==> src/rtl/shift_pass_sequencer_if.sv <==
// Handshake bundle for shift_pass_sequencer: command in, shifter drive/feedback, result out.
// SHIFT_SEQ_OVERSHIFT_EN widens in_shift_amount by one bit so amounts >= DATA_W can be requested.
interface shift_pass_sequencer_if #(
    parameter int DATA_W = 32,
    parameter int AMT_W  = 5,
    parameter int STEP_W = 4
);
`ifdef SHIFT_SEQ_OVERSHIFT_EN
    localparam int AMT_PORT_W = AMT_W + 1;
`else
    localparam int AMT_PORT_W = AMT_W;
`endif

    logic                  in_valid;
    logic                  in_ready;
    logic [DATA_W-1:0]     in_data;
    logic                  in_is_shift_right;
    logic [AMT_PORT_W-1:0] in_shift_amount;

    logic [DATA_W-1:0]     sh_data;
    logic                  sh_is_shift_right;
    logic [STEP_W-1:0]     sh_shift_value;
    logic [DATA_W-1:0]     sh_shifted_data;

    logic                  out_valid;
    logic                  out_ready;
    logic [DATA_W-1:0]     out_data;
    logic                  out_is_shift_right;

    // slave: the sequencer itself; master: the surrounding upstream/shifter/downstream logic
    modport slave (
        input  in_valid, in_data, in_is_shift_right, in_shift_amount,
        input  sh_shifted_data, out_ready,
        output in_ready, sh_data, sh_is_shift_right, sh_shift_value,
        output out_valid, out_data, out_is_shift_right
    );

    modport master (
        output in_valid, in_data, in_is_shift_right, in_shift_amount,
        output sh_shifted_data, out_ready,
        input  in_ready, sh_data, sh_is_shift_right, sh_shift_value,
        input  out_valid, out_data, out_is_shift_right
    );
endinterface

==> src/rtl/shift_pass_sequencer.sv <==
// Splits 0..31 shift commands into passes of at most STEP_MAX for a 4-bit barrel shifter.
// Optional SHIFT_SEQ_OVERSHIFT_EN: amounts >= DATA_W complete immediately with a zero result.
module shift_pass_sequencer #(
    parameter int DATA_W      = 32,
    parameter int AMT_W       = 5,
    parameter int STEP_MAX    = 15,
    parameter int STEP_W      = 4,
    parameter int SHIFTER_LAT = 1
) (
    input  logic                   clk,
    input  logic                   reset,
    shift_pass_sequencer_if.slave  bus
);
    localparam logic [1:0] S_IDLE  = 2'd0;
    localparam logic [1:0] S_ISSUE = 2'd1;
    localparam logic [1:0] S_WAIT  = 2'd2;
    localparam logic [1:0] S_DONE  = 2'd3;
    localparam int LAT_W = (SHIFTER_LAT < 2) ? 1 : $clog2(SHIFTER_LAT + 1);

    logic [1:0]        state_reg;
    logic [DATA_W-1:0] work_reg;
    logic              dir_reg;
    logic [AMT_W-1:0]  rem_reg;
    logic [LAT_W-1:0]  lat_reg;
    logic [DATA_W-1:0] sh_data_reg;
    logic              sh_dir_reg;
    logic [STEP_W-1:0] sh_val_reg;
    logic [DATA_W-1:0] out_data_reg;
    logic              out_dir_reg;

    logic              accept;
    logic              zero_amt;
    logic              over_amt;
    logic [STEP_W-1:0] step;

    assign accept   = bus.in_valid && (state_reg == S_IDLE);
    assign zero_amt = (bus.in_shift_amount == '0);

`ifdef SHIFT_SEQ_OVERSHIFT_EN
    localparam logic [AMT_W:0] DATA_W_AMT = DATA_W[AMT_W:0];
    assign over_amt = (bus.in_shift_amount >= DATA_W_AMT);
`else
    assign over_amt = 1'b0;
`endif

    always_comb begin
        step = rem_reg[STEP_W-1:0];
        if (rem_reg > AMT_W'(STEP_MAX))
            step = STEP_W'(STEP_MAX);
    end

    always_ff @(posedge clk or negedge reset) begin
        if (!reset) begin
            state_reg    <= S_IDLE;
            work_reg     <= '0;
            dir_reg      <= 1'b0;
            rem_reg      <= '0;
            lat_reg      <= '0;
            sh_data_reg  <= '0;
            sh_dir_reg   <= 1'b0;
            sh_val_reg   <= '0;
            out_data_reg <= '0;
            out_dir_reg  <= 1'b0;
        end else begin
            case (state_reg)
                S_IDLE: begin
                    if (accept) begin
                        work_reg <= bus.in_data;
                        dir_reg  <= bus.in_is_shift_right;
                        rem_reg  <= bus.in_shift_amount[AMT_W-1:0];
                        if (over_amt) begin
                            // everything shifts out: answer without touching the shifter
                            out_data_reg <= '0;
                            out_dir_reg  <= bus.in_is_shift_right;
                            state_reg    <= S_DONE;
                        end else if (zero_amt) begin
                            out_data_reg <= bus.in_data;
                            out_dir_reg  <= bus.in_is_shift_right;
                            state_reg    <= S_DONE;
                        end else begin
                            state_reg <= S_ISSUE;
                        end
                    end
                end
                S_ISSUE: begin
                    sh_data_reg <= work_reg;
                    sh_dir_reg  <= dir_reg;
                    sh_val_reg  <= step;
                    rem_reg     <= rem_reg - AMT_W'(step);
                    lat_reg     <= LAT_W'(SHIFTER_LAT);
                    state_reg   <= S_WAIT;
                end
                S_WAIT: begin
                    lat_reg <= lat_reg - LAT_W'(1);
                    if (lat_reg == LAT_W'(1)) begin
                        work_reg <= bus.sh_shifted_data;
                        if (rem_reg == '0) begin
                            out_data_reg <= bus.sh_shifted_data;
                            out_dir_reg  <= dir_reg;
                            sh_val_reg   <= '0;
                            state_reg    <= S_DONE;
                        end else begin
                            state_reg <= S_ISSUE;
                        end
                    end
                end
                default: begin
                    if (bus.out_ready) begin
                        sh_val_reg <= '0;
                        state_reg  <= S_IDLE;
                    end
                end
            endcase
        end
    end

    assign bus.in_ready           = (state_reg == S_IDLE);
    assign bus.out_valid          = (state_reg == S_DONE);
    assign bus.out_data           = out_data_reg;
    assign bus.out_is_shift_right = out_dir_reg;
    assign bus.sh_data            = sh_data_reg;
    assign bus.sh_is_shift_right  = sh_dir_reg;
    assign bus.sh_shift_value     = sh_val_reg;
endmodule
==> src/flat_wrapper.sv <==
// flat-port wrapper written by rule: the top's interface ports become plain ports
module shift_pass_sequencer_flat 
#(
    parameter int DATA_W      = 32,
    parameter int AMT_W       = 5,
    parameter int STEP_MAX    = 15,
    parameter int STEP_W      = 4,
    parameter int SHIFTER_LAT = 1
)
  (clk, reset, bus_in_valid, bus_in_data, bus_in_is_shift_right, bus_in_shift_amount, bus_sh_shifted_data, bus_out_ready, bus_in_ready, bus_sh_data, bus_sh_is_shift_right, bus_sh_shift_value, bus_out_valid, bus_out_data, bus_out_is_shift_right);
  shift_pass_sequencer_if #(.DATA_W(DATA_W), .AMT_W(AMT_W), .STEP_W(STEP_W)) bus_i ();
  input  logic clk;
  input  logic reset;
  input wire logic [$bits(bus_i.in_valid)-1:0] bus_in_valid;
  input wire logic [$bits(bus_i.in_data)-1:0] bus_in_data;
  input wire logic [$bits(bus_i.in_is_shift_right)-1:0] bus_in_is_shift_right;
  input wire logic [$bits(bus_i.in_shift_amount)-1:0] bus_in_shift_amount;
  input wire logic [$bits(bus_i.sh_shifted_data)-1:0] bus_sh_shifted_data;
  input wire logic [$bits(bus_i.out_ready)-1:0] bus_out_ready;
  output wire logic [$bits(bus_i.in_ready)-1:0] bus_in_ready;
  output wire logic [$bits(bus_i.sh_data)-1:0] bus_sh_data;
  output wire logic [$bits(bus_i.sh_is_shift_right)-1:0] bus_sh_is_shift_right;
  output wire logic [$bits(bus_i.sh_shift_value)-1:0] bus_sh_shift_value;
  output wire logic [$bits(bus_i.out_valid)-1:0] bus_out_valid;
  output wire logic [$bits(bus_i.out_data)-1:0] bus_out_data;
  output wire logic [$bits(bus_i.out_is_shift_right)-1:0] bus_out_is_shift_right;
  assign bus_i.in_valid = bus_in_valid;
  assign bus_i.in_data = bus_in_data;
  assign bus_i.in_is_shift_right = bus_in_is_shift_right;
  assign bus_i.in_shift_amount = bus_in_shift_amount;
  assign bus_i.sh_shifted_data = bus_sh_shifted_data;
  assign bus_i.out_ready = bus_out_ready;
  assign bus_in_ready = bus_i.in_ready;
  assign bus_sh_data = bus_i.sh_data;
  assign bus_sh_is_shift_right = bus_i.sh_is_shift_right;
  assign bus_sh_shift_value = bus_i.sh_shift_value;
  assign bus_out_valid = bus_i.out_valid;
  assign bus_out_data = bus_i.out_data;
  assign bus_out_is_shift_right = bus_i.out_is_shift_right;
  shift_pass_sequencer #(.DATA_W(DATA_W), .AMT_W(AMT_W), .STEP_MAX(STEP_MAX), .STEP_W(STEP_W), .SHIFTER_LAT(SHIFTER_LAT)) u_core (.clk(clk), .reset(reset), .bus(bus_i));
endmodule
==> config.mk <==
export PLATFORM = sky130hd
export DESIGN_NAME = shift_pass_sequencer_flat
export DESIGN_NICKNAME = d
export VERILOG_FILES = /design/src/rtl/shift_pass_sequencer_if.sv /design/src/rtl/shift_pass_sequencer.sv /design/src/flat_wrapper.sv
export SDC_FILE = /design/constraint.sdc
export NUM_CORES = 1
export LEC_CHECK = 0
export CAP_MARGIN = 20
export CELL_PAD_IN_SITES_DETAIL_PLACEMENT = 0
export CELL_PAD_IN_SITES_GLOBAL_PLACEMENT = 1
export CORE_UTILIZATION = 30
export CTS_CLUSTER_DIAMETER = 150
export DETAILED_ROUTE_END_ITERATION = 12
export PLACE_DENSITY_LB_ADDON = 0.1
export REMOVE_ABC_BUFFERS = 1
export SYNTH_ARGS = -nofsm -noshare
export SYNTH_HDL_FRONTEND = slang
export SYNTH_SLANG_ARGS = --single-unit
==> constraint.sdc <==
create_clock -name clk -period 4.7 [get_ports clk]
set_input_delay 0.705 -clock clk [delete_from_list [all_inputs] [get_ports clk]]
set_output_delay 0.705 -clock clk [all_outputs]
set_load 0.02 [all_outputs]
Word-level counts from Yosys, hierarchy flattened:

Index checks and enable logic that the tools add are counted.

* $add $sub $neg: 2
* magnitude comparators: 1
* eq/ne operators: 7
* muxes and demuxes: 27
* bitwise gates (word level): 1
* reductions and logical operators: 15

Operators with widths (count)
* two-way mux 32 bit: 6
* one-hot mux 32 bit (2 select lines): 2
* two-way mux 4 bit: 4
* one-hot mux 4 bit (3 select lines): 1
* logical NOT 5 bit: 2
* two-way mux 2 bit: 5
* one-hot mux 5 bit (2 select lines): 1
* inequality test 2 x 1 -> 1 bit (second input constant): 4
* one-hot mux 2 bit (3 select lines): 1
* AND reduction 3 bit: 2
* nonzero test 2 bit: 3
* greater-than comparator 5 x 4 -> 1 bit (second input constant): 1
* two-way mux 5 bit: 1
* AND reduction 5 bit: 1
* subtractor 5 x 4 -> 5 bit: 1
* equality test 2 bit (second input constant): 2
* two-way mux 1 bit: 4
* one-hot mux 1 bit (2 select lines): 2
* AND reduction 2 bit: 2
* AND reduction 4 bit: 1
* nonzero test 4 bit: 1
* nonzero test 3 bit: 1
* equality test 2 x 1 -> 1 bit (second input constant): 1
* logical NOT 2 bit: 1
* 3 further kinds: 3

* register bits: 111
* word-level logic and storage cells: 63

Logic depth before layout (Yosys ltp):

Gate-level depths: netlist (run 1).

* word-level depth: 4
* depth in mapped cells: 8
* depth with buffers taken out: 6

Worst setup path after synthesis (run 1):

Ideal clock, no wire load.

* path type: reg-to-reg
* start point: register u_core.state_reg[0]
* end point: register u_core.work_reg[10]
* setup time: 128 ps
* data arrival time: 1852 ps
* required time: 4572 ps
* setup slack: 2720 ps
* stages on the path, launching flop included: 8
* period minus slack after synthesis: 1980 ps
* path through: dfrtp_1 -> inv_1 -> ha_1 -> inv_2 -> o22ai_1 -> nor2_1 -> buf_2 -> mux2_1

* longest elaborated chain between the ends: 4

Ends and longest elaborated chain
* from (decl): line shift_pass_sequencer.sv:20 `logic [1:0] state_reg;`
* from (signal assigned): line shift_pass_sequencer.sv:54 `state_reg <= S_IDLE;`
* from (signal assigned): line shift_pass_sequencer.sv:75 `state_reg <= S_DONE;`
* from (signal assigned): line shift_pass_sequencer.sv:79 `state_reg <= S_DONE;`
* logical NOT 2 bit (*)
* net bus_in_ready: line flat_wrapper.sv:20 `output wire logic [$bits(bus_i.in_ready)-1:0] bus_in_ready;`
* logical AND 1 bit: line shift_pass_sequencer.sv:36 `assign accept = bus.in_valid && (state_reg == S_IDLE);`
* inequality test 2 x 1 -> 1 bit (no line)
* AND reduction 3 bit (no line)
* to (signal assigned): line shift_pass_sequencer.sv:68 `work_reg <= bus.in_data;`
* to (signal assigned): line shift_pass_sequencer.sv:96 `work_reg <= bus.sh_shifted_data;`
* to (decl): line shift_pass_sequencer.sv:21 `logic [DATA_W-1:0] work_reg;`

Mark *: on every way through the listed nets, which the timed path passes. The rest lies on a longest branch.
A chain may end at the register's enable or synchronous reset.

Worst setup path after layout (run 1):

* start point: register u_core.state_reg[0]
* end point: register u_core.out_data_reg[17] (netlist: u_core.bus.out_data[17])

* longest elaborated chain between the ends: 4

Ends and longest elaborated chain
* logical NOT 2 bit: line shift_pass_sequencer.sv:36, shift_pass_sequencer.sv:65
* logical AND 1 bit: line shift_pass_sequencer.sv:36
* inequality test 2 x 1 -> 1 bit (no line)
* AND reduction 5 bit (no line)
* to (signal assigned): line shift_pass_sequencer.sv:77 `out_data_reg <= bus.in_data;`
* to (signal assigned): line shift_pass_sequencer.sv:98 `out_data_reg <= bus.sh_shifted_data;`
* to (decl): line shift_pass_sequencer.sv:28 `logic [DATA_W-1:0] out_data_reg;`

Several ways; a longest one is shown, not always the timed one.

==> summary.txt, run 1 <==
outcome - finished clean
Final #Nets - 596
number of flops mapped to enable cells by yosys - 0
Slew headroom - 33.2%
worst path bufs/invs - 2
synthesized area per cell - 13.7 µm²
worst slew pin tran - 1.00 ns
most frequent cells after synthesis - 111 x dfrtp_1, 57 x mux2_2, 43 x mux2_1
Port Buffers - 145
CTS root buf - clkbuf_16
multi-input logic area - 2240 µm²
worst hold slack - 0.224 ns
die area - 17800 µm²
pin count of the biggest net entering global routing - 49
layout cells sized above 1 - 17.4%
global-route wire length before repair - 21000 µm
met2 Usage GRT - 24.1%
CTS tree - built
wire per inst - 17.6 µm
Worst path top cell family by delay - simple AND/OR/NAND/NOR gates
# fillers - 1541
clock latency on the worst-skew pair - 0.35 ns
clk buf depth - 2
# rows - 47
Die W - 134 µm
crit end category - flip-flop
post-route ant nets - 0
DRC violation count after routing - 0
Seq/Total Area, Yosys - 53.5%
Core ar. - 16800 µm²
CP cell instances - inv_1, ha_2, nor2_1, nor3_4, buf_4, o221a_1
Final Hold Vio Count - 0
CP max stage cell - ha_2
area leader, netlist - dfrtp_1
RSZ-0062 raised after global routing - no
Placement Cell Area - 6820 µm²
remaining global-route overflow - 0
n_diodes - 0
CTS H-tree lvls - 3
R2R setup slack - 1.65 ns
Arrival @ worst endpoint - 3.34 ns
total clock buffers created by CTS - 9
met1 usage - 20.7%
GR met3 Demand/Resource - 4.22%
FF/Latch Area - 2780 µm²
DR pass1 iterations - 4
max-cap violation count - 0
Vias/cell - 4.80
cts repair resizes - 0
via count - 3559
ys flop type - dfrtp_1
GRT Max-Usage Layer - met2
Fin Setup TNS - 0 ns
minimum clock period - 3.05 ns
TritonCTS Sinks - 111
CP Launch Type - flip-flop
ys async rst share - 100%
final instance area - 7180 µm²
synth unique cells - 39
WL final - 13100 µm
area share of the largest cell type after synthesis - 53.5%
CP required - 4.99 ns
1st-iter DRT viols - 162
Yosys warnings - 0
pre-CTS setup slack - 1.41 ns
critical path class - reg2reg
Synth Register Bits - 111
die height - 134 µm
I/O pins - 146
hold-fix buffer count after cts - 0
Final GP Congestion - 0.787
Gate Count Post-Synth - 378
# Post-CTS Setup Buffers - 0
part of the cycle the worst path needs - 64.9%
initial core utilization - 31.0%
Final Max Slew Viols - 0
Post-Syn Area - 5190 µm²
area delta synth->final - 38.4%
clk_skew - 0.00976 ns
Global Route Usage Sum - 15.5%
Hold Crit Class - in2async
HPWL after DPL - 8880 µm
Synth area leaders - dfrtp_1 54%, mux2_2 12%, mux2_1 9.3%
CP max stage delay - 0.85 ns
Worst VDD drop - 0.259 mV
Finish-stage setup viols - 0
crit path max fanout - 38
Pleak - 0.00272 µW
Final Worst Setup Slack - 1.65 ns
Max Fclk - 328 MHz
vias in the first global route - 3738
clock slew at reported path FFs - 0.07 ns
Power Dens Cells - 661 nW/µm²
initial antenna violation count - 0
top-count cell post-synth - dfrtp_1
## layer usage
| metal | up-vias | wire length, µm |
|---|---|---|
| met3 | 14 | 785 |
| li1 | 1667 | - |
| met5 | - | 0 |
| met2 | 97 | 6090 |
| met4 | 0 | 194 |
| met1 | 1781 | 6020 |
## final timing paths
path	startpoint	endpoint	depth (start not counted)
worst max-delay path	u_core.state_reg[0]	u_core.bus.out_data[17]	6
worst min-delay path	reset	u_core.bus.out_data[23]	1
worst max register to register	u_core.state_reg[0]	u_core.bus.out_data[17]	6
worst min register to register	u_core.work_reg[1]	u_core.work_reg[1]	1
max in group asynchronous	reset	u_core.bus.sh_data[6]	2
min in group clk	u_core.work_reg[1]	u_core.work_reg[1]	1
## layout make-up
class | instances | share of cell area [%]
well taps | 220 | 3.83
clock inverters | 5 | 1.45
multi-input cells | 234 | 31.2
inverters | 10 | 0.523
clock buffers | 11 | 3.38
repair buffers | 151 | 21.0
flip-flops and latches | 111 | 38.7
## metrics by stage
stage | cells | power [µW] | util [%]
6_report | 742 | 4740 | 42.9
5_1_grt | 742 | 5060 | 42.9
4_1_cts | 741 | 4800 | 42.7
3_5_place_dp | 725 | 3890 | 40.7
3_3_place_gp | 725 | 3850 | 40.7
2_1_floorplan | 355 | 2930 | -
## placed cells by master (no fill, tap or decap), drive strengths merged, types with 4 or more instances in the layout
cell type,count
a21oi,6
buf,7
clkbuf,11
clkdlybuf4s50,144
dfrtp,111
ha,5
inv,11
mux2,100
mux2i,5
nand2,4
nand2b,10
nor2,8
o21ai,11
o221a,33
or2b,25
## logic make-up (layout without fill, tap and decap cells)
logic type	after synthesis	after routing	synth area share (%)
adders and majority gates	5	5	1.21
DFF	111	111	53.5
and+or+nand+nor	64	64	8.65
AOI/OAI and AO/OA	60	60	10.4
muxes	105	105	22.7
buffers and inverters	33	177	3.59
## power breakdown
part | total (µW) | internal, µW | leakage, µW | switching, µW
Combinational | 2220 | 1130 | 0.00133 | 1090
Sequential | 1630 | 1380 | 0.00122 | 251
Clock | 889 | 537 | 0.000170 | 352
Total | 4740 | 3050 | 0.00272 | 1700
## worst register-to-register path, stage by stage, from the launching register on
cell	delay, ns
dfrtp_1	0.44
inv_1	0.11
ha_2	0.85
nor2_1	0.32
nor3_4	0.64
buf_4	0.39
o221a_1	0.24
Note: power is estimated with default switching activity, not from simulation.
==> run 2: changes to the inputs <==
- clock period: 4.7 -> 2.5 ns (I/O delays scaled with it)
==> run 2 against run 1 <==
Compared with the run above:
- clock power is 47% higher
- combinational power rose by 100%
- register-to-register slack worse by 1.4 ns
- largest cell class unchanged
==> summary.txt, run 2 (synthesis results as in run 1) <==
outcome - finished clean
CTS H-tree lvls - 3 (unchanged)
remaining global-route overflow - 0 (unchanged)
Post-Layout Cell Count - 753 (+1.5%)
CP required - 2.12 ns (-2.87 ns)
critical path class - reg2out
CP Launch Type - flip-flop
Pleak - 0.00275 µW (+1.1%)
Final Hold Vio Count - 0 (unchanged)
CP cell instances - inv_1, ha_1, buf_4, clkdlybuf4s50_1
Final #Nets - 610 (+2.3%)
Slew headroom - 62.7% (+30 points)
clk buf depth - 2 (unchanged)
n_diodes - 0 (unchanged)
CP max stage cell - clkdlybuf4s50_1
total clock buffers created by CTS - 9 (unchanged)
global-route wire length before repair - 21700 µm (+3.4%)
die height - 134 µm (unchanged)
# rows - 47 (unchanged)
Die W - 134 µm (unchanged)
pin count of the biggest net entering global routing - 57 (+16%)
WL final - 13900 µm (+6.1%)
layout cells sized above 1 - 18.9% (+1.5 points)
1st-iter DRT viols - 162 (unchanged)
Global Route Usage Sum - 15.9% (+0.45 points)
R2R cell count - 7 (+1)
Critical Path Start - u_core.state_reg[1]
area delta synth->final - 39.5%
# fillers - 1549 (+0.52%)
Crit path depth - 4 (-2)
Worst VDD drop - 0.541 mV (+110%)
crit end category - output port
initial core utilization - 31.0% (unchanged)
reg-to-reg startpoint - u_core.state_reg[0]
CP max stage delay - 0.60 ns (-0.25 ns)
Arrival @ worst endpoint - 1.92 ns (-1.42 ns)
die area - 17800 µm² (unchanged)
Power, Total - 8810 µW (+86%)
initial antenna violation count - 0 (unchanged)
max-cap violation count - 0 (unchanged)
Final Max Slew Viols - 0 (unchanged)
Max Fclk - 436 MHz
worst slew pin tran - 0.558 ns (-0.444 ns)
clock latency on the worst-skew pair - 0.35 ns (about the same)
CTS tree - built
Port Buffers - 145 (unchanged)
most frequent cells in the layout - 144 x clkdlybuf4s50_1, 111 x dfrtp_1, 57 x mux2_2
Final GP Congestion - 0.807 (+2.5%)
hold path start - u_core.work_reg[1]
DR pass1 iterations - 4 (unchanged)
minimum clock period - 2.29 ns
post-route ant nets - 0 (unchanged)
DRC violation count after routing - 0 (unchanged)
I/O pins - 146 (unchanged)
Worst path top cell family by delay - buffers and inverters
wire per inst - 18.4 µm (+4.6%)
clock slew at reported path FFs - 0.07 ns (about the same)
Fin Setup TNS - 0 ns (unchanged)
TritonCTS Sinks - 111 (unchanged)
HPWL after DPL - 9260 µm (+4.2%)
part of the cycle the worst path needs - 91.7%
worst reg2reg endpoint - u_core.bus.out_data[13]
Hold Crit Class - reg2reg
clk_skew - 0.00595 ns (-0.00381 ns)
R2R setup slack - 0.23 ns (-1.42 ns)
Inst Count DP - 737 (+1.7%)
RSZ-0062 raised after global routing - no
vias in the first global route - 3894 (+4.2%)
Power Dens Cells - 1220 nW/µm² (+84%)
CTS root buf - clkbuf_16
commonest non-fill, non-tap cell in the layout - clkdlybuf4s50_1
Vias/cell - 4.83 (+0.75%)
via count - 3639 (+2.2%)
worst path bufs/invs - 3 (+1)
Core ar. - 16800 µm² (unchanged)
Final Util - 43.2% (+0.34 points)
Finish-stage setup viols - 0 (unchanged)
crit path max fanout - 5 (-87%)
CP Capture Point - bus_in_ready
# Post-CTS Setup Buffers - 0 (unchanged)
==> run 2: cell types whose count changed in the layout (fill, tap and decap cells not counted) <==
cell,delta
nand2b_4,+1
clkinvlp_4,+2
clkbuf_8,-1
inv_6,-1
buf_12,+1
clkinv_4,+1
buf_16,+1
bufinv_16,-3
dlygate4sd3_1,+1
buf_4,+9
clkinv_2,-1
buf_6,+1
==> run 2: what timing repair did <==
| item | CTS | global route |
|---|---|---|
| gates resized for setup | 0 | 2 |
| setup endpoints to repair | 0 | 33 |
| hold endpoints to repair | 29 | 0 |
| hold buffers | 1 | 0 |
==> run 2: how the worst min path moves through the flow <==
stage	to	slack [ns]	depth (start not counted)
3_5_place_dp	u_core.bus.sh_data[24]	0.35	1
5_1_grt	u_core.work_reg[12]	0.51	1
2_1_floorplan	u_core.bus.out_data[0]	0.08	0
6_report	u_core.work_reg[1]	0.49	1
3_3_place_gp	u_core.bus.out_data[24]	0.35	1
4_1_cts	u_core.work_reg[20]	0.49	1
==> run 2: metal layers <==
layer | GRT usage [%] | part of all wire (%) | vias up
li1 | - | - | 1688
met1 | 20.8 | 46 | 1831
met2 | 25.6 | 47 | 106
met3 | 3.73 | 5.7 | 14
met4 | 6.12 | 1.6 | 0
met5 | 0 | 0 | -
==> run 2: layout make-up <==
class,instances,area (µm²),area share [%]
Inverter,10,37.5,0.518
Clock inverter,3,23.8,0.328
Sequential cell,111,2780,38.4
Multi-Input combinational cell,235,2250,31.1
Tap cell,220,275,3.80
Clock buffer,10,229,3.16
Timing Repair Buffer,164,1640,22.7
==> run 2: stage by stage <==
step	hold slack, ns	cell area (µm²)	worst slack, ns
after floorplan	0.0794	5040	-1.21
after global placement	0.348	6930	0.0921
after detailed placement	0.348	6930	0.0560
after CTS	0.489	7190	0.104
after global routing	0.506	7240	0.0601
final	0.486	7240	0.208
==> run 2: power by group <==
group	internal, µW	switching (µW)	total, µW
clock network	663	649	1310
logic	2300	2130	4430
registers	2600	473	3070
total	5550	3250	8810
==> run 2: worst register-to-register path, cell delays in order (launching register included) <==
cell,delay (ns)
dfrtp_1,0.38
inv_1,0.08
ha_2,0.23
buf_6,0.26
nor4b_2,0.28
and3_1,0.36
nand2b_4,0.24
o221a_1,0.33
